`src/rtl/wb_slave_mux_if.sv`:
```
// rtl/wb_slave_mux_if.sv - Wishbone master-side and slave-fanout bundle for wb_slave_mux
interface wb_slave_mux_if #(
    parameter int NUM_SLAVES = 4
);
    logic [31:0]              m_data_i;
    logic [31:0]              m_addr_i;
    logic                     m_cyc_i;
    logic                     m_strobe_i;
    logic                     m_we_i;
    logic [31:0]              m_data_o;
    logic                     m_ack_o;
    logic                     m_err_o;
    logic [31:0]              s_data_o;
    logic [31:0]              s_addr_o;
    logic                     s_we_o;
    logic [NUM_SLAVES-1:0]    s_cyc_o;
    logic [NUM_SLAVES-1:0]    s_strobe_o;
    logic [NUM_SLAVES*32-1:0] s_data_i;
    logic [NUM_SLAVES-1:0]    s_ack_i;

    // The mux itself is the Wishbone slave of the external master.
    modport slave (
        input  m_data_i, m_addr_i, m_cyc_i, m_strobe_i, m_we_i, s_data_i, s_ack_i,
        output m_data_o, m_ack_o, m_err_o, s_data_o, s_addr_o, s_we_o, s_cyc_o, s_strobe_o
    );

    modport master (
        output m_data_i, m_addr_i, m_cyc_i, m_strobe_i, m_we_i, s_data_i, s_ack_i,
        input  m_data_o, m_ack_o, m_err_o, s_data_o, s_addr_o, s_we_o, s_cyc_o, s_strobe_o
    );
endinterface

```
`src/rtl/wb_slave_mux.sv`:
```
// rtl/wb_slave_mux.sv - Wishbone backdoor interconnect: address-field slave select, registered
// request/ack, error response for unmapped slots and ack timeouts.
module wb_slave_mux #(
    parameter int NUM_SLAVES     = 4,
    parameter int SEL_LSB        = 16,
    parameter int SEL_BITS       = 2,
    parameter int TIMEOUT_CYCLES = 16
) (
    input  logic            clock,
    input  logic            reset,
    wb_slave_mux_if.slave   bus
);
    localparam int CNT_W = $clog2(TIMEOUT_CYCLES + 1);

    typedef enum logic [1:0] {IDLE, ACTIVE, RESP, ERR} state_t;

    state_t                state;
    logic [CNT_W-1:0]      count;
    logic [SEL_BITS-1:0]   slot;
    logic [NUM_SLAVES-1:0] slot_onehot;
    logic                  slot_mapped;
    logic                  slave_ack;
    logic [31:0]           slave_rdata;

    // The registered strobe is the one-hot of the active slot, so it doubles as the
    // ack/data select and stray acks from other slaves or outside ACTIVE fall away.
    always_comb begin
        slot        = bus.m_addr_i[SEL_LSB +: SEL_BITS];
        slot_onehot = '0;
        for (int k = 0; k < NUM_SLAVES; k++) begin
            if (slot == k[SEL_BITS-1:0]) slot_onehot[k] = 1'b1;
        end
        slot_mapped = |slot_onehot;
        slave_ack   = |(bus.s_ack_i & bus.s_strobe_o);
        slave_rdata = '0;
        for (int k = 0; k < NUM_SLAVES; k++) begin
            if (bus.s_strobe_o[k]) slave_rdata = slave_rdata | bus.s_data_i[32*k +: 32];
        end
    end

    always_ff @(posedge clock) begin
        if (reset) begin
            state          <= IDLE;
            count          <= '0;
            bus.m_data_o   <= '0;
            bus.m_ack_o    <= 1'b0;
            bus.m_err_o    <= 1'b0;
            bus.s_data_o   <= '0;
            bus.s_addr_o   <= '0;
            bus.s_we_o     <= 1'b0;
            bus.s_cyc_o    <= '0;
            bus.s_strobe_o <= '0;
        end else begin
            bus.m_ack_o <= 1'b0;
            bus.m_err_o <= 1'b0;
            case (state)
                IDLE: begin
                    if (bus.m_cyc_i && bus.m_strobe_i) begin
                        bus.s_addr_o <= bus.m_addr_i;
                        bus.s_data_o <= bus.m_data_i;
                        bus.s_we_o   <= bus.m_we_i;
                        count        <= '0;
                        if (slot_mapped) begin
                            state          <= ACTIVE;
                            bus.s_cyc_o    <= slot_onehot;
                            bus.s_strobe_o <= slot_onehot;
                        end else begin
                            state        <= ERR;
                            bus.m_err_o  <= 1'b1;
                            bus.m_data_o <= '0;
                        end
                    end
                end
                ACTIVE: begin
                    // Abort outranks a same-cycle ack: the master has already walked away.
                    if (!bus.m_cyc_i) begin
                        state          <= IDLE;
                        bus.s_cyc_o    <= '0;
                        bus.s_strobe_o <= '0;
                    end else if (slave_ack) begin
                        state          <= RESP;
                        bus.m_ack_o    <= 1'b1;
                        bus.m_data_o   <= slave_rdata;
                        bus.s_cyc_o    <= '0;
                        bus.s_strobe_o <= '0;
                    end else if (count == CNT_W'(TIMEOUT_CYCLES - 1)) begin
                        state          <= ERR;
                        bus.m_err_o    <= 1'b1;
                        bus.m_data_o   <= '0;
                        bus.s_cyc_o    <= '0;
                        bus.s_strobe_o <= '0;
                    end else begin
                        count <= count + CNT_W'(1);
                    end
                end
                RESP:    state <= IDLE;
                ERR:     state <= IDLE;
                default: state <= IDLE;
            endcase
        end
    end
endmodule

```
`src/flat_wrapper.sv`:
```
// flat-port wrapper written by rule: the top's interface ports become plain ports
module wb_slave_mux_flat 
#(
    parameter int NUM_SLAVES     = 4,
    parameter int SEL_LSB        = 16,
    parameter int SEL_BITS       = 2,
    parameter int TIMEOUT_CYCLES = 16
)
  (clock, reset, bus_m_data_i, bus_m_addr_i, bus_m_cyc_i, bus_m_strobe_i, bus_m_we_i, bus_s_data_i, bus_s_ack_i, bus_m_data_o, bus_m_ack_o, bus_m_err_o, bus_s_data_o, bus_s_addr_o, bus_s_we_o, bus_s_cyc_o, bus_s_strobe_o);
  wb_slave_mux_if #(.NUM_SLAVES(NUM_SLAVES)) bus_i ();
  input  logic clock;
  input  logic reset;
  input wire logic [$bits(bus_i.m_data_i)-1:0] bus_m_data_i;
  input wire logic [$bits(bus_i.m_addr_i)-1:0] bus_m_addr_i;
  input wire logic [$bits(bus_i.m_cyc_i)-1:0] bus_m_cyc_i;
  input wire logic [$bits(bus_i.m_strobe_i)-1:0] bus_m_strobe_i;
  input wire logic [$bits(bus_i.m_we_i)-1:0] bus_m_we_i;
  input wire logic [$bits(bus_i.s_data_i)-1:0] bus_s_data_i;
  input wire logic [$bits(bus_i.s_ack_i)-1:0] bus_s_ack_i;
  output wire logic [$bits(bus_i.m_data_o)-1:0] bus_m_data_o;
  output wire logic [$bits(bus_i.m_ack_o)-1:0] bus_m_ack_o;
  output wire logic [$bits(bus_i.m_err_o)-1:0] bus_m_err_o;
  output wire logic [$bits(bus_i.s_data_o)-1:0] bus_s_data_o;
  output wire logic [$bits(bus_i.s_addr_o)-1:0] bus_s_addr_o;
  output wire logic [$bits(bus_i.s_we_o)-1:0] bus_s_we_o;
  output wire logic [$bits(bus_i.s_cyc_o)-1:0] bus_s_cyc_o;
  output wire logic [$bits(bus_i.s_strobe_o)-1:0] bus_s_strobe_o;
  assign bus_i.m_data_i = bus_m_data_i;
  assign bus_i.m_addr_i = bus_m_addr_i;
  assign bus_i.m_cyc_i = bus_m_cyc_i;
  assign bus_i.m_strobe_i = bus_m_strobe_i;
  assign bus_i.m_we_i = bus_m_we_i;
  assign bus_i.s_data_i = bus_s_data_i;
  assign bus_i.s_ack_i = bus_s_ack_i;
  assign bus_m_data_o = bus_i.m_data_o;
  assign bus_m_ack_o = bus_i.m_ack_o;
  assign bus_m_err_o = bus_i.m_err_o;
  assign bus_s_data_o = bus_i.s_data_o;
  assign bus_s_addr_o = bus_i.s_addr_o;
  assign bus_s_we_o = bus_i.s_we_o;
  assign bus_s_cyc_o = bus_i.s_cyc_o;
  assign bus_s_strobe_o = bus_i.s_strobe_o;
  wb_slave_mux #(.NUM_SLAVES(NUM_SLAVES), .SEL_LSB(SEL_LSB), .SEL_BITS(SEL_BITS), .TIMEOUT_CYCLES(TIMEOUT_CYCLES)) u_core (.clock(clock), .reset(reset), .bus(bus_i));
endmodule
```
`config.mk`:
```
export PLATFORM = sky130hd
export DESIGN_NAME = wb_slave_mux_flat
export DESIGN_NICKNAME = d
export VERILOG_FILES = /design/src/rtl/wb_slave_mux_if.sv /design/src/rtl/wb_slave_mux.sv /design/src/flat_wrapper.sv
export SDC_FILE = /design/constraint.sdc
export NUM_CORES = 1
export LEC_CHECK = 0
export BUFFER_PORTS_ARGS = -buffer_cell sky130_fd_sc_hd__buf_2
export CAP_MARGIN = 5
export CORE_AREA = 2 2 119 121
export CTS_BUF_LIST = sky130_fd_sc_hd__clkbuf_8 sky130_fd_sc_hd__clkbuf_16
export DETAILED_ROUTE_END_ITERATION = 8
export DIE_AREA = 0 0 121 123
export GPL_ROUTABILITY_DRIVEN = 0
export PLACE_DENSITY_LB_ADDON = 0.08
export RECOVER_POWER = 100
export REMOVE_ABC_BUFFERS = 1
export SYNTH_ARGS = -nofsm -noshare
export SYNTH_HDL_FRONTEND = slang
export SYNTH_SLANG_ARGS = --single-unit
```
`constraint.sdc`:
```
create_clock -name clock -period 3.05 [get_ports clock]
set_input_delay 0.305 -clock clock [delete_from_list [all_inputs] [get_ports clock]]
set_output_delay 0.305 -clock clock [all_outputs]
set_load 0.02 [all_outputs]
```
==> results of run 1 <==
==> power groups by stage <==
stage	Clock, µW	Combinational, µW	Sequential [µW]
2_1_floorplan	0	141	1610
3_3_place_gp	0	453	1540
3_5_place_dp	0	461	1540
4_1_cts	1160	462	1510
5_1_grt	1220	490	1510
6_report	1120	441	1510
==> metal layers <==
metal	routed length, µm	up-vias	part of all wire	GRT usage
met3	1574	20	0.10	0.07196
met2	7581	210	0.49	0.3539
met5	0	-	0	0
met4	316	0	0.020	0.08430
met1	6111	2229	0.39	0.2206
li1	-	2404	-	-
==> synth_stat cells (3+ instances only) <==
library cell	instances	area, µm²
inv_1	3	11.26
ha_1	3	37.54
buf_4	4	30.03
clkbuf_1	22	82.58
and3_1	3	18.77
or3_1	4	25.02
a21oi_1	73	365.4
buf_1	6	22.52
nand2_1	132	495.5
nor2_1	3	11.26
dfxtp_1	110	2202
o21ai_1	5	25.02
a22o_1	32	280.3
buf_2	17	85.08
a221oi_1	31	271.5
nand3_1	3	15.01
o2bb2ai_1	31	271.5
==> area by class of cell <==
type	count	area, µm²	area share
Multi-Input combinational cell	346	2054	0.3289
Inverter	4	15.01	0.002403
Clock inverter	6	42.54	0.006810
Clock buffer	10	239.0	0.03825
Tap cell	180	225.2	0.03605
Sequential cell	110	2202	0.3525
Antenna cell	3	7.507	0.001202
Timing Repair Buffer	316	1461	0.2339
==> sequential cells by signal, summed over array words and instances (netlist names) <==
name / cells
u_core.bus.m_ack_o: 1
u_core.bus.m_data_o: 32
u_core.bus.m_err_o: 1
u_core.bus.s_addr_o: 32
u_core.bus.s_cyc_o: 4
u_core.bus.s_data_o: 32
u_core.bus.s_we_o: 1
u_core.count: 5
u_core.state: 2
==> metrics by stage <==
| stage | worst slack, ns | total power [µW] | utilization | hold slack, ns |
|---|---|---|---|---|
| 6_report | 0.8043 | 3069 | 0.4590 | 0.1838 |
| 3_5_place_dp | 0.9291 | 2000 | 0.4489 | 0.4424 |
| 4_1_cts | 0.8972 | 3128 | 0.4696 | 0.1716 |
| 5_1_grt | 0.6297 | 3223 | 0.4586 | 0.1833 |
| 3_3_place_gp | 1.025 | 1990 | 0.4489 | 0.4386 |
| 2_1_floorplan | 0.3701 | 1751 | - | 0.3741 |
==> worst max-delay path, stage by stage, from the launching register on <==
cell	delay, ns
dfxtp_1	0.34
ha_1	0.22
and3_1	0.20
ha_1	0.21
and4bb_1	0.29
nand3_1	0.21
or3_1	0.41
a211oi_1	0.27
==> logic make-up after synthesis <==
family / share of synthesized area
compound gates: 0.2905
xor+xnor: 0.003900
fa+ha+maj: 0.008357
buf+inv: 0.05237
flops: 0.4903
simple gates: 0.1546
==> final timing paths <==
kind                              to  cells after the start               startpoint  slack [ns]
max reg2reg          u_core.count[3]                      7          u_core.count[0]        0.80
min          u_core.bus.s_addr_o[18]                      3         bus_m_addr_i[18]        0.18
min reg2reg  u_core.bus.s_data_o[28]                      2  u_core.bus.s_data_o[28]        0.45
max                  u_core.count[3]                      7          u_core.count[0]        0.80
==> results.txt, run 1 <==
----------------------------------------------------
[Clock network]
  Buffer type at the clock tree root ... clkbuf_16
  # clock sinks ... 110
  Buffers inserted during post-CTS setup optimization ... 0
  TritonCTS clock tree ... yes
  Clk pin slew, worst setup/hold paths ... about 0.070 ns
  Number of buffers added to fix hold violations after cts ... 0
  Inserted Clock Buffers ... 9
  Post-cts repair resize count ... 0
  Clock latency of the later-clocked register in the worst-skew pair ... roughly 0.35 ns
  Clk buf depth ... 2
  Depth of the CTS H-tree ... 3

[Floorplanning]
  Number of rows in the core area ... 43
  Starting Density ... 0.3300
  I/O pin total ... 308
  Width of the die ... between 100 and 150 µm
  Die height ... ~120 µm
  Die area ... ~15000 µm²
  Placeable Area ... about 14000 µm²

[Drt]
  Starting DRC count in detailed routing ... between 200 and 250
  Total Routed Length ... ~16 mm
  Number of nets with antenna violations after detailed routing ... 0
  Vias after detailed routing ... between 4000 and 5000
  Number of iterations in the first detailed-routing pass ... 4
  Residual DRC ... 0
  Average routed wire per standard cell ... approximately 16 µm
  Post-DR vias/cell ... 4.988

[Worst setup path]
  Data arrival time of the critical path ... roughly 2.5 ns
  Maximum fanout along the worst path ... 7
  Kind of end point of the critical path ... flip-flop
  Critical path data required time ... 3.30 ns
  Category of the critical setup timing path ... flip-flop to flip-flop
  Startpoint types ... flip-flop

[Finish]
  Post-layout instance count excluding filler cells ... slightly below 1000
  Fraction of final layout cells with drive strength greater than 1 ... 0.2992
  Area overhead of the layout relative to synthesis ... 39.08%
  Design area ... 6247 µm²
  Fill cell instance count of the final layout ... approximately 1400
  Most frequent standard cell in the layout excluding fill and tap cells ... buf_2
  Final nets ... 991
  Leading cell types in the layout, fill and taps excluded ... buf_2, nand2_1, dfxtp_1, clkbuf_1, a21oi_1

[STA]
  Number of endpoints failing setup at the final stage ... 0
  Clock period minus final worst setup slack ... approximately 2.2 ns
  Unrepaired setup endpoints after global routing ... false
  Normalized max-slew margin ... 0.1061
  Max-slew violation total from the final report ... 0
  Tcrit/Tclk final ... 0.7363
  Skew final ... 0.008773 ns
  Number of hold-slack violations in the final timing report ... 0
  Pin slew with the least headroom to its limit ... 1.341 ns
  Upper clock frequency limit ... 445.3 MHz
  Setup TNS ... 0 ns

[Power and ir drop]
  Internal power ... around 2200 µW
  Peak supply drop ... between 0.2 and 0.3 mV
  Portion of total power attributed to combinational logic ... 0.144
  Clock network power share ... 0.365
  Portion of total power attributed to sequential cells ... 0.491
  Lkg Pwr ... ~0.0025 µW
  Proportion of total power due to net switching ... 0.2683
  Power density over cell area ... between 400 and 500 nW/µm²
  Net switching power figure ... approximately 820 µW

[Status]
  Outcome ... complete, no violations

[Global routing]
  Maximum number of pins on one net before global-route repair ... between 60 and 70
  Number of global-route vias before repair ... around 4700
  GRT Overall Usage ... 0.2016
  Overflow after GRT ... 0
  First-pass GRT wire length ... approximately 23 mm
  Number of antenna violations at the first check in global routing ... 2

[Logic synthesis]
  Number of warning messages in the yosys log ... 0
  Count of flip-flops with a built-in enable after synthesis ... 0
  Mapped Area ... between 4000 and 5000 µm²
  Portion of the post-synthesis area used by sequential elements ... 0.4903
  Async SR Flop Fraction ... 0
  Mapped Avg Cell Area ... 8.825 µm²
  Cell variety after synth ... 38
  Synthesized instance count ... 509
  Total of flip-flops plus latches after synthesis ... 110
  Most instantiated flip-flop cell in the synthesis netlist ... dfxtp_1

[Hold path]
  Class of the worst hold path ... input pin to flip-flop

[Flow run]
  Max Cap Violations ... 0

[Placement]
  Total instance count after detailed placement ... around 960
  Area after detailed placement ... 6111 µm²
  Port bufs ... 307
  Final HPWL from detailed placement ... ~11 mm

----------------------------------------------------
(Power assumes the default switching activity.)
==> run 2: changes to the inputs <==
--- a/config.mk
+++ b/config.mk
@@ -7,10 +7,10 @@
 export LEC_CHECK = 0
 export BUFFER_PORTS_ARGS = -buffer_cell sky130_fd_sc_hd__buf_2
 export CAP_MARGIN = 5
-export CORE_AREA = 2 2 119 121
+export CORE_AREA = 2 2 120 122
 export CTS_BUF_LIST = sky130_fd_sc_hd__clkbuf_8 sky130_fd_sc_hd__clkbuf_16
 export DETAILED_ROUTE_END_ITERATION = 8
-export DIE_AREA = 0 0 121 123
+export DIE_AREA = 0 0 122 124
 export GPL_ROUTABILITY_DRIVEN = 0
 export PLACE_DENSITY_LB_ADDON = 0.08
 export RECOVER_POWER = 100
==> constraint.sdc (replaced) <==
create_clock -name clock -period 1.83 [get_ports clock]
set_input_delay 0.183 -clock clock [delete_from_list [all_inputs] [get_ports clock]]
set_output_delay 0.183 -clock clock [all_outputs]
set_load 0.02 [all_outputs]
==> results.txt, run 2 (synthesis gave the netlist of run 1 again) <==
----------------------------------------------------
[Status]
  Outcome ... finished, violations left
  Violations in the final reports ... setup timing

[STA]
  Pin slew with the least headroom to its limit ... approximately 0.77 ns
  Number of endpoints failing setup at the final stage ... 3
  Skew final ... around 0.0058 ns
  Upper clock frequency limit ... about 520 MHz
  Tcrit/Tclk final ... 1.043
  Normalized max-slew margin ... 0.4886
  Number of hold-slack violations in the final timing report ... 0
  Minimum hold slack ... approximately 0.067 ns
  Unrepaired setup endpoints after global routing ... true
  Max-slew violation total from the final report ... 0
  Setup TNS ... -0.1539 ns
  Clock period minus final worst setup slack ... around 1.9 ns
  Final critical-path setup slack ... -0.07916 ns

[Drt]
  Number of nets with antenna violations after detailed routing ... 0
  Starting DRC count in detailed routing ... 177
  Vias after detailed routing ... slightly below 5000
  Routed metal-1 wire length ... 6.022 mm
  DR WL met2 ... slightly below 8 mm
  Total Routed Length ... between 15 and 20 mm
  Met3 wire length ... approximately 1.6 mm
  Residual DRC ... 0
  Max layer used ... met5
  Average routed wire per standard cell ... between 15 and 20 µm
  Post-DR vias/cell ... around 5.0
  Number of iterations in the first detailed-routing pass ... 6

[Clock network]
  Depth of the CTS H-tree ... 3
  Buffer type at the clock tree root ... clkbuf_16
  Inserted Clock Buffers ... 9
  Clock latency of the later-clocked register in the worst-skew pair ... 0.35 ns
  Clk buf depth ... 2
  Clk pin slew, worst setup/hold paths ... ~0.070 ns
  TritonCTS clock tree ... yes
  Number of buffers added to fix hold violations after cts ... 0
  # clock sinks ... between 100 and 150

[Global routing]
  Number of antenna violations at the first check in global routing ... 1
  Overflow after GRT ... 0
  GRT Overall Usage ... 0.1931
  Number of global-route vias before repair ... ~4600
  Maximum number of pins on one net before global-route repair ... 76
  First-pass GRT wire length ... 22.92 mm

[Worst setup path]
  Maximum fanout along the worst path ... 4
  Worst reg2reg setup slack ... -0.08 ns
  Data arrival time of the critical path ... about 2.2 ns
  Critical path data required time ... 2.10 ns
  Stages on worst setup path ... 8
  Worst-case reg-to-reg path depth ... 8
  Origin of the worst setup path ... u_core.count[0]
  Slowest CP cell ... dfxtp_2
  Crit path buf inv count ... 1
  Kind of end point of the critical path ... flip-flop
  Cell type group with the largest total delay on the critical path ... simple AND/OR/NAND/NOR gates
  Startpoint types ... flip-flop
  Endpoint of the most critical register-to-register path ... u_core.count[4]
  Category of the critical setup timing path ... flip-flop to flip-flop
  Worst flop-to-flop path startpoint ... u_core.count[0]
  Crit-path max cell delay ... about 0.34 ns
  Critical Path Most Common Cell ... ha_4
  Cells along the critical path ... ha_4 > and3_4 > ha_4 > and4bb_1 > nand3_2 > buf_6 > or3_1 > a21oi_1
  Worst Setup EP ... u_core.count[4]

[Finish]
  Most frequent standard cell in the layout excluding fill and tap cells ... buf_2
  Final Core Density ... 0.4710
  Fraction of final layout cells with drive strength greater than 1 ... 0.3217
  Biggest regs ... u_core.bus.m_data_o: 32 flops, u_core.bus.s_addr_o: 32 flops, u_core.bus.s_data_o: 32 flops
  Leading cell types in the layout, fill and taps excluded ... buf_2, nand2_1, dfxtp_1, clkbuf_1, a21oi_1
  Final nets ... roughly 1000
  Fill cell instance count of the final layout ... roughly 1400
  Diodes inserted ... 0
  Post-layout instance count excluding filler cells ... 979
  Design area ... between 6000 and 7000 µm²
  Area overhead of the layout relative to synthesis ... 43.87%

[Floorplanning]
  I/O pin total ... ~310
  Number of rows in the core area ... between 40 and 50
  Die height ... ~120 µm
  Starting Density ... 0.3274
  Placeable Area ... about 14000 µm²
  Die area ... about 15000 µm²
  Width of the die ... about 120 µm

[Power and ir drop]
  Power density over cell area ... between 800 and 900 nW/µm²
  Peak supply drop ... about 0.43 mV
  Lkg Pwr ... 0.002633 µW

[Placement]
  Port bufs ... around 310
  Final HPWL from detailed placement ... roughly 11 mm
  Area after detailed placement ... 6213 µm²
  Total instance count after detailed placement ... between 900 and 1000

[Hold path]
  Class of the worst hold path ... input pin to flip-flop

[Flow run]
  Max Cap Violations ... 0

----------------------------------------------------
[run 2: worst min path at each step]
| stage | from | to | slack, ns | cells past startpoint |
|---|---|---|---|---|
| 6_report | bus_m_data_i[3] | u_core.bus.s_data_o[3] | 0.07 | 3 |
| 5_1_grt | bus_m_addr_i[21] | u_core.bus.s_addr_o[21] | 0.05 | 3 |
| 4_1_cts | bus_m_data_i[6] | u_core.bus.s_data_o[6] | 0.05 | 3 |
| 2_1_floorplan | reset | u_core.bus.s_addr_o[0] | 0.25 | 1 |
| 3_3_place_gp | bus_m_data_i[24] | u_core.bus.s_data_o[24] | 0.42 | 3 |
| 3_5_place_dp | bus_m_addr_i[15] | u_core.bus.s_addr_o[15] | 0.43 | 3 |
[run 2: report_power, final]
group / switching [µW] / leakage, µW / internal, µW
registers: 43.5 / 0.000894 / 2470
clock network: 889 / 0.000159 / 1240
logic: 437 / 0.00158 / 330
total: 1370 / 0.00263 / 4040
[run 2: final cells by class]
| class | count | area [µm²] | area share |
|---|---|---|---|
| Clock buffer | 10 | 239.0 | 0.03698 |
| Clock inverter | 5 | 82.58 | 0.01278 |
| Inverter | 4 | 15.01 | 0.002323 |
| Multi-Input combinational cell | 346 | 2102 | 0.3253 |
| Sequential cell | 110 | 2205 | 0.3411 |
| Tap cell | 180 | 225.2 | 0.03485 |
| Timing Repair Buffer | 324 | 1594 | 0.2467 |
[run 2: layer usage]
| layer | vias to the layer above | GRT usage |
|---|---|---|
| met5 | - | 0 |
| met4 | 2 | 0.06825 |
| met3 | 18 | 0.06868 |
| met2 | 203 | 0.3418 |
| met1 | 2224 | 0.2144 |
| li1 | 2400 | - |
[run 2: worst min-delay path, delay by kind of cell]
kind / cells / cell delay, ns
buffers and inverters: 1 / 0.09
AO/OA/AOI/OAI: 1 / 0.05
AND/OR/NAND/NOR: 1 / 0.04
[run 2: per-stage QoR]
step	setup slack, ns	power (µW)
after floorplan	-0.8499	2919
after global placement	-0.1441	3342
after detailed placement	-0.1908	3356
after CTS	-0.04602	5511
after global routing	-0.1358	5669
final	-0.07916	5405
[run 2: timing repair]
item | CTS | global route
pin swaps | 4 | 5
resized for setup | 8 | 3
cloned | 0 | 0
setup endpoints to repair | 4 | 8
endpoints found under the hold margin | 0 | 0
setup buffers | 1 | 0
